## src/rtl/irq_pkg.sv

```systemverilog
// Shared constants for the platform interrupt controller:
// register offsets, default priority width and source-ID width.
package irq_pkg;

    localparam int PRIO_W_DEF  = 3;
    localparam int ID_W        = 5;

    localparam int PRIO_BASE   = 'h000;
    localparam int PENDING_OFF = 'h080;
    localparam int ENABLE_OFF  = 'h100;
    localparam int THRESH_OFF  = 'h200;
    localparam int CLAIM_OFF   = 'h204;

endpackage

```

## src/rtl/irq_arbiter.sv

```systemverilog
// Combinational max-priority picker over enabled pending sources.
// Strict compare while scanning upward keeps ties on the lowest ID.
module irq_arbiter
    import irq_pkg::*;
#(
    parameter int NUM_SRC = 8,
    parameter int PRIO_W  = PRIO_W_DEF
) (
    input  logic [NUM_SRC:0]             cand,
    input  logic [NUM_SRC:0][PRIO_W-1:0] prio,
    output logic [ID_W-1:0]              best_id,
    output logic [PRIO_W-1:0]            best_prio
);

    logic unused_ok;
    assign unused_ok = ^{cand[0], prio[0]};

    // Priority 0 never beats the initial best_prio of 0, so it is
    // excluded from candidacy without a separate test.
    always_comb begin
        best_id   = '0;
        best_prio = '0;
        for (int i = 1; i <= NUM_SRC; i++) begin
            if (cand[i] && (prio[i] > best_prio)) begin
                best_id   = ID_W'(i);
                best_prio = prio[i];
            end
        end
    end

endmodule

```

## src/rtl/irq_ctrl.sv

```systemverilog
// Platform interrupt controller: level gateways, claim/complete,
// priority/threshold arbitration and an APB register port.
module irq_ctrl
    import irq_pkg::*;
#(
    parameter int                    ADDR_WIDTH = 32,
    parameter int                    DATA_WIDTH = 32,
    parameter int                    NUM_SRC    = 8,
    parameter logic [ADDR_WIDTH-1:0] BASE_ADDR  = 'h11010000,
    parameter int                    PRIO_W     = PRIO_W_DEF
) (
    input  logic                  pclk,
    input  logic                  presetn,
    input  logic [ADDR_WIDTH-1:0] paddr,
    input  logic [DATA_WIDTH-1:0] pdata,
    output logic [DATA_WIDTH-1:0] prdata,
    input  logic                  psel,
    input  logic                  penable,
    input  logic                  pwrite,
    input  logic [3:0]            pstb,
    output logic                  pready,
    output logic                  perr,
    input  logic [NUM_SRC-1:0]    irq_src,
    output logic                  ext_irq
);

    localparam logic [ID_W-1:0] MAX_ID = ID_W'(NUM_SRC);

    logic [NUM_SRC:0][PRIO_W-1:0] prio_q, prio_d;
    logic [NUM_SRC:0]             pending_q, pending_d;
    logic [NUM_SRC:0]             enable_q, enable_d;
    logic [NUM_SRC:0]             inflight_q, inflight_d;
    logic [PRIO_W-1:0]            thresh_q, thresh_d;
    logic                         pready_q, pready_d;
    logic                         perr_q, perr_d;
    logic                         ext_irq_q, ext_irq_d;
    logic [DATA_WIDTH-1:0]        prdata_q, prdata_d;

    logic [ADDR_WIDTH-1:0] off;
    logic [ID_W-1:0]       idx;
    logic [ID_W-1:0]       cmp_id;
    logic [ID_W-1:0]       best_id;
    logic [PRIO_W-1:0]     best_prio;
    logic [PRIO_W-1:0]     prio_rd;
    logic [DATA_WIDTH-1:0] rdata;
    logic [DATA_WIDTH-1:0] wmask;
    logic [DATA_WIDTH-1:0] en_wr;
    logic                  access;
    logic                  sel_prio, sel_pend, sel_en;
    logic                  sel_thr, sel_claim;
    logic                  err;
    logic                  do_wr, do_rd;
    logic                  do_prio, do_claim, do_cmpl;
    logic                  unused_ok;

    assign off    = paddr - BASE_ADDR;
    assign idx    = off[2 +: ID_W];
    assign cmp_id = pdata[ID_W-1:0];
    assign access = psel && penable && !pready_q;

    assign sel_prio  = (off < ADDR_WIDTH'(PENDING_OFF))
                    && (off[1:0] == 2'b00)
                    && (idx <= MAX_ID);
    assign sel_pend  = (off == ADDR_WIDTH'(PENDING_OFF));
    assign sel_en    = (off == ADDR_WIDTH'(ENABLE_OFF));
    assign sel_thr   = (off == ADDR_WIDTH'(THRESH_OFF));
    assign sel_claim = (off == ADDR_WIDTH'(CLAIM_OFF));

    assign err = !(sel_prio || sel_pend || sel_en
                || sel_thr || sel_claim)
              || (sel_pend && pwrite);

    assign do_wr    = access && !err && pwrite;
    assign do_rd    = access && !err && !pwrite;
    assign do_prio  = do_wr && sel_prio && pstb[0];
    assign do_cmpl  = do_wr && sel_claim && pstb[0];
    assign do_claim = do_rd && sel_claim;

    always_comb begin
        wmask = '0;
        for (int b = 0; b < DATA_WIDTH / 8; b++) begin
            wmask[b*8 +: 8] = {8{pstb[b]}};
        end
    end

    assign en_wr = (DATA_WIDTH'(enable_q) & ~wmask)
                 | (pdata & wmask);

    assign unused_ok = ^{en_wr, off};

    irq_arbiter #(
        .NUM_SRC (NUM_SRC),
        .PRIO_W  (PRIO_W)
    ) u_arb (
        .cand      (pending_q & enable_q),
        .prio      (prio_q),
        .best_id   (best_id),
        .best_prio (best_prio)
    );

    always_comb begin
        prio_rd = '0;
        for (int i = 1; i <= NUM_SRC; i++) begin
            if (idx == ID_W'(i)) prio_rd = prio_q[i];
        end
    end

    always_comb begin
        unique case (1'b1)
            sel_prio:  rdata = DATA_WIDTH'(prio_rd);
            sel_pend:  rdata = DATA_WIDTH'(pending_q);
            sel_en:    rdata = DATA_WIDTH'(enable_q);
            sel_thr:   rdata = DATA_WIDTH'(thresh_q);
            sel_claim: rdata = DATA_WIDTH'(best_id);
            default:   rdata = '0;
        endcase
    end

    // Gateways: a line pends only while neither pending nor in
    // service; claim and complete act on the same pass.
    always_comb begin
        prio_d     = prio_q;
        pending_d  = pending_q;
        inflight_d = inflight_q;
        enable_d   = enable_q;
        thresh_d   = thresh_q;
        pready_d   = access;
        perr_d     = access && err;
        prdata_d   = '0;
        ext_irq_d  = (best_id != '0) && (best_prio > thresh_q);

        for (int i = 1; i <= NUM_SRC; i++) begin
            if (irq_src[i-1] && !pending_q[i] && !inflight_q[i])
                pending_d[i] = 1'b1;
            if (do_claim && (best_id == ID_W'(i))) begin
                pending_d[i]  = 1'b0;
                inflight_d[i] = 1'b1;
            end
            if (do_cmpl && (cmp_id == ID_W'(i)))
                inflight_d[i] = 1'b0;
            if (do_prio && (idx == ID_W'(i)))
                prio_d[i] = pdata[PRIO_W-1:0];
        end

        if (do_wr && sel_en)
            enable_d = en_wr[NUM_SRC:0] & ~(NUM_SRC+1)'(1);
        if (do_wr && sel_thr && pstb[0])
            thresh_d = pdata[PRIO_W-1:0];
        if (do_rd)
            prdata_d = rdata;
    end

    always_ff @(posedge pclk or negedge presetn) begin
        if (!presetn) begin
            prio_q     <= '0;
            pending_q  <= '0;
            inflight_q <= '0;
            enable_q   <= '0;
            thresh_q   <= '0;
            pready_q   <= 1'b0;
            perr_q     <= 1'b0;
            prdata_q   <= '0;
            ext_irq_q  <= 1'b0;
        end else begin
            prio_q     <= prio_d;
            pending_q  <= pending_d;
            inflight_q <= inflight_d;
            enable_q   <= enable_d;
            thresh_q   <= thresh_d;
            pready_q   <= pready_d;
            perr_q     <= perr_d;
            prdata_q   <= prdata_d;
            ext_irq_q  <= ext_irq_d;
        end
    end

    assign pready  = pready_q;
    assign perr    = perr_q;
    assign prdata  = prdata_q;
    assign ext_irq = ext_irq_q;

endmodule

```

## config.mk

```make
export PLATFORM = sky130hd
export DESIGN_NAME = irq_ctrl
export DESIGN_NICKNAME = d
export VERILOG_FILES = /design/src/rtl/irq_pkg.sv /design/src/rtl/irq_arbiter.sv /design/src/rtl/irq_ctrl.sv
export SDC_FILE = /design/constraint.sdc
export NUM_CORES = 1
export LEC_CHECK = 0
export BUFFER_PORTS_ARGS = -buffer_cell sky130_fd_sc_hd__buf_2
export CAP_MARGIN = 20
export CORE_ASPECT_RATIO = 0.6
export CORE_MARGIN = 1
export CORE_UTILIZATION = 40
export DETAILED_ROUTE_END_ITERATION = 10
export GPL_ROUTABILITY_DRIVEN = 0
export SLEW_MARGIN = 20
export SYNTH_ARGS = -nofsm -noshare
export SYNTH_HDL_FRONTEND = slang
export SYNTH_SLANG_ARGS = --single-unit
```

## constraint.sdc

```tcl
create_clock -name pclk -period 10.6 [get_ports pclk]
set_clock_uncertainty 0.2 [all_clocks]
set_input_delay 1.59 -clock pclk [delete_from_list [all_inputs] [get_ports pclk]]
set_output_delay 1.59 -clock pclk [all_outputs]
set_load 0.005 [all_outputs]
```

==> results.json <==
{
  "cp_max_fo": 8,
  "yosysUniqueCellTypes": 77,
  "fp.dieH_um": 83.6,
  "avgSynthCellArea_um2": 9.16,
  "layout.cells.non_filler": 712,
  "nets": 666,
  "overflow": 0,
  "vias_per_cell": 5.81,
  "rows": 29,
  "ff2ff_setup_slack_ns": 0.38,
  "worst_r2r_path_depth": 51,
  "cts_tree": "yes",
  "place_hpwl_um": 10200,
  "die-area_um2": 11500,
  "critPathSlowestCell": "dfrtp_2",
  "cts.sinks": 63,
  "synthArstFlopShare_pct": 100,
  "endpoint_kind": "register",
  "drt_iter0_markers": 345,
  "clock-root-buffer": "clkbuf_16",
  "holdCritStartpoint": "inflight_q[4]",
  "synthXorXnorAreaFrac_pct": 0.197,
  "routedWlPerCell_um": 18.5,
  "postSynthCellCount": 484,
  "cp_top_family": "compound AO/OA/AOI/OAI gates",
  "antenna_found_initial": 0,
  "drc_errors": 0,
  "worstPathArrival_ns": 10.20,
  "fin_crit_sh_pct": 96.4,
  "io_buffers": 67,
  "setup_viol": 0,
  "cts_buffer_depth": 2,
  "synth_compound_area_share_pct": 21.4,
  "start_kind": "register",
  "path_clk_slew_ns": 0.06,
  "power.leakage_nw": 2.46,
  "holdWs_ns": 0.293,
  "timing.critical_path.buf_inv": 4,
  "ys_warn_count": 0,
  "ys.flop_type": "dfrtp_1",
  "worstMarginPinSlew_ns": 0.809,
  "area_growth_pct": 22.2,
  "hold_path.class": "register to register",
  "final_layout_size_suffix_gt1_share_pct": 31.4,
  "cp_common_cell": "ha_1",
  "clk_latency_ns": 0.34,
  "setup_ws_ns": 0.377,
  "core_um2": 10700,
  "fill_cells": 1016,
  "max-vdd-ir-drop_mv": 0.0752,
  "grt_pass1_wl_um": 20600,
  "slew_headroom_pct": 46.0,
  "dieWidth_um": 138,
  "grt_usage_pct": 24.0,
  "synth_top_family_by_area": "compound AO/OA/AOI/OAI gates",
  "fmax_mhz": 97.8,
  "whs_path_depth": 1,
  "ant_nets": 0,
  "synthMuxAreaShare_pct": 10.9,
  "max-cap-violations": 0,
  "post-place-ws_ns": -0.00806,
  "drt_wl_total_um": 13200,
  "dp.cells": 694,
  "diodes": 0,
  "htreeDepth": 3,
  "power_density_nw_per_um2": 114,
  "vias": 4136,
  "yosys.area_share.simple_pct": 19.6,
  "ys_seq_elements": 63,
  "syn_area_um2": 4440,
  "start_util_pct": 41.6,
  "io_pins": 116,
  "slew_violations": 0,
  "drt-pass1-iter-count": 5,
  "status": "finished clean",
  "synth_edf_count": 0,
  "r2r_start": "pending_q[1]",
  "whs_endpoint": "inflight_q[4]",
  "ctsHoldBuffers": 0,
  "r2r_end": "ext_irq",
  "critical_path_class": "register to register",
  "max_stage_delay_ns": 0.45,
  "required_ns": 10.57,
  "grt_pass1_vias": 3782,
  "finalCriticalPeriod_ns": 10.22,
  "yosysSeqAreaShare_pct": 35.5,
  "grt_max_degree": 64,
  "timing_hold_violations_final": 0,
  "synth_fa_ha_area_share_pct": 5.05,
  "cts_buffers": 9
}
==> synthesized netlist by cell type, types with 2 or more instances <==
master | instances | area [um^2]
or2_2 | 2 | 12.5
clkbuf_1 | 11 | 41.3
buf_1 | 2 | 7.51
and3b_1 | 3 | 26.3
a22oi_1 | 7 | 52.6
o21ai_1 | 6 | 30.0
nor4b_1 | 2 | 17.5
a21o_1 | 3 | 22.5
nand2b_1 | 2 | 12.5
and3_1 | 11 | 68.8
ha_1 | 17 | 213
mux2_2 | 39 | 439
or3_1 | 4 | 25.0
o21ai_0 | 22 | 110
mux2_4 | 3 | 45.0
or2_1 | 2 | 12.5
o2111ai_1 | 2 | 17.5
a21boi_1 | 3 | 22.5
a222oi_1 | 6 | 60.1
inv_1 | 27 | 101
nand4_1 | 5 | 31.3
o32ai_1 | 2 | 17.5
dfrtp_1 | 63 | 1580
a22o_1 | 2 | 17.5
a21oi_1 | 32 | 160
nand2_1 | 34 | 128
a211o_1 | 2 | 17.5
nor2b_1 | 10 | 62.6
nor2_1 | 37 | 139
o21a_1 | 4 | 30.0
nor4_1 | 7 | 43.8
a31oi_1 | 9 | 56.3
a41oi_1 | 2 | 17.5
nand3_1 | 17 | 85.1
nor3_1 | 10 | 50.1
o31ai_1 | 2 | 15.0
a211oi_1 | 4 | 30.0
buf_4 | 23 | 173
and2_1 | 7 | 43.8
==> placed cells by master (no fill, tap or decap), types with 4 or more instances in the layout <==
cell / instances
dfrtp_1: 61
o21ai_0: 19
o21ai_1: 8
buf_4: 20
nand2_1: 33
nor2b_1: 10
nor3_1: 9
nor4_1: 7
ha_1: 14
nand3_1: 16
or3_1: 4
a222oi_1: 6
nor2_1: 36
nand4_1: 5
a21oi_2: 4
and2_1: 7
a211oi_1: 4
inv_1: 27
conb_1: 23
clkbuf_16: 9
and3_1: 11
o21a_1: 4
buf_2: 67
a21oi_1: 28
mux2_2: 39
a31oi_1: 9
a22oi_1: 7
==> final cells by class <==
| cell class | instances | area [um^2] | area share, % |
|---|---|---|---|
| inverters | 27 | 101 | 1.87 |
| clock inverters | 6 | 108 | 1.99 |
| repair buffers | 87 | 485 | 8.96 |
| flip-flops and latches | 63 | 1580 | 29.1 |
| multi-input cells | 380 | 2730 | 50.4 |
| well taps | 139 | 174 | 3.21 |
| clock buffers | 10 | 239 | 4.41 |
==> worst register-to-register path, delay by kind of cell (launching register included) <==
kind	cells	cell delay, ns
DFF	1	0.45
muxes	3	0.97
adders and majority gates	9	2.46
buffers and inverters	4	0.45
AOI/OAI and AO/OA	19	3.44
and+or+nand+nor	16	2.07
==> through the flow <==
step | total power [W] | TNS, ns | util [%] | instance area, um^2
final | 0.000615 | 0 | 50.8 | 5420
after global routing | 0.000635 | -0.0544 | 50.8 | 5420
after CTS | 0.000621 | 0 | 49.6 | 5290
after detailed placement | 0.000276 | -0.00806 | 46.3 | 4940
after global placement | 0.000276 | 0 | 46.3 | 4940
after floorplan | 0.000262 | 0 | - | 4520
==> layer usage <==
metal	global-route usage (%)	up-vias	routed length, um
li1	-	1918	-
met1	37.5	2019	6650
met2	33.0	190	5340
met3	6.25	9	1110
met4	3.75	0	74
met5	0	-	0
==> report_power, final <==
group	total [W]	switching (W)	leakage (nW)	internal, W
sequential	0.000241	0.000000171	0.835	0.000241
clock	0.000343	0.000108	0.168	0.000235
combinational	0.0000307	0.0000200	1.45	0.0000107
==> timing repair <==
| action | 4_1_cts | 5_1_grt |
|---|---|---|
| pin swaps | 0 | 4 |
| resized for setup | 2 | 22 |
| setup buffers | 0 | 2 |
| setup endpoints to repair | 1 | 15 |
==> kinds of logic (layout without fill, tap and decap cells) <==
group / Yosys count / count (layout)
xor+xnor: 1 / 1
compound gates: 131 / 131
other cells: 1 / 23
flops: 63 / 63
simple gates: 165 / 165
mux: 42 / 42
buf+inv: 63 / 130
fa+ha+maj: 18 / 18
==> worst max path at each step <==
stage / start / end / slack [ns] / cells past startpoint
finish: pending_q[1] / ext_irq / 0.38 / 51
global route: pending_q[1] / ext_irq / -0.05 / 51
CTS: pending_q[1] / ext_irq / 0.04 / 51
detailed placement: pending_q[1] / ext_irq / -0.008 / 50
global placement: pending_q[1] / ext_irq / 0.13 / 51
floorplan: pending_q[1] / ext_irq / 0.90 / 48
Power figures use the tool's default switching activity.
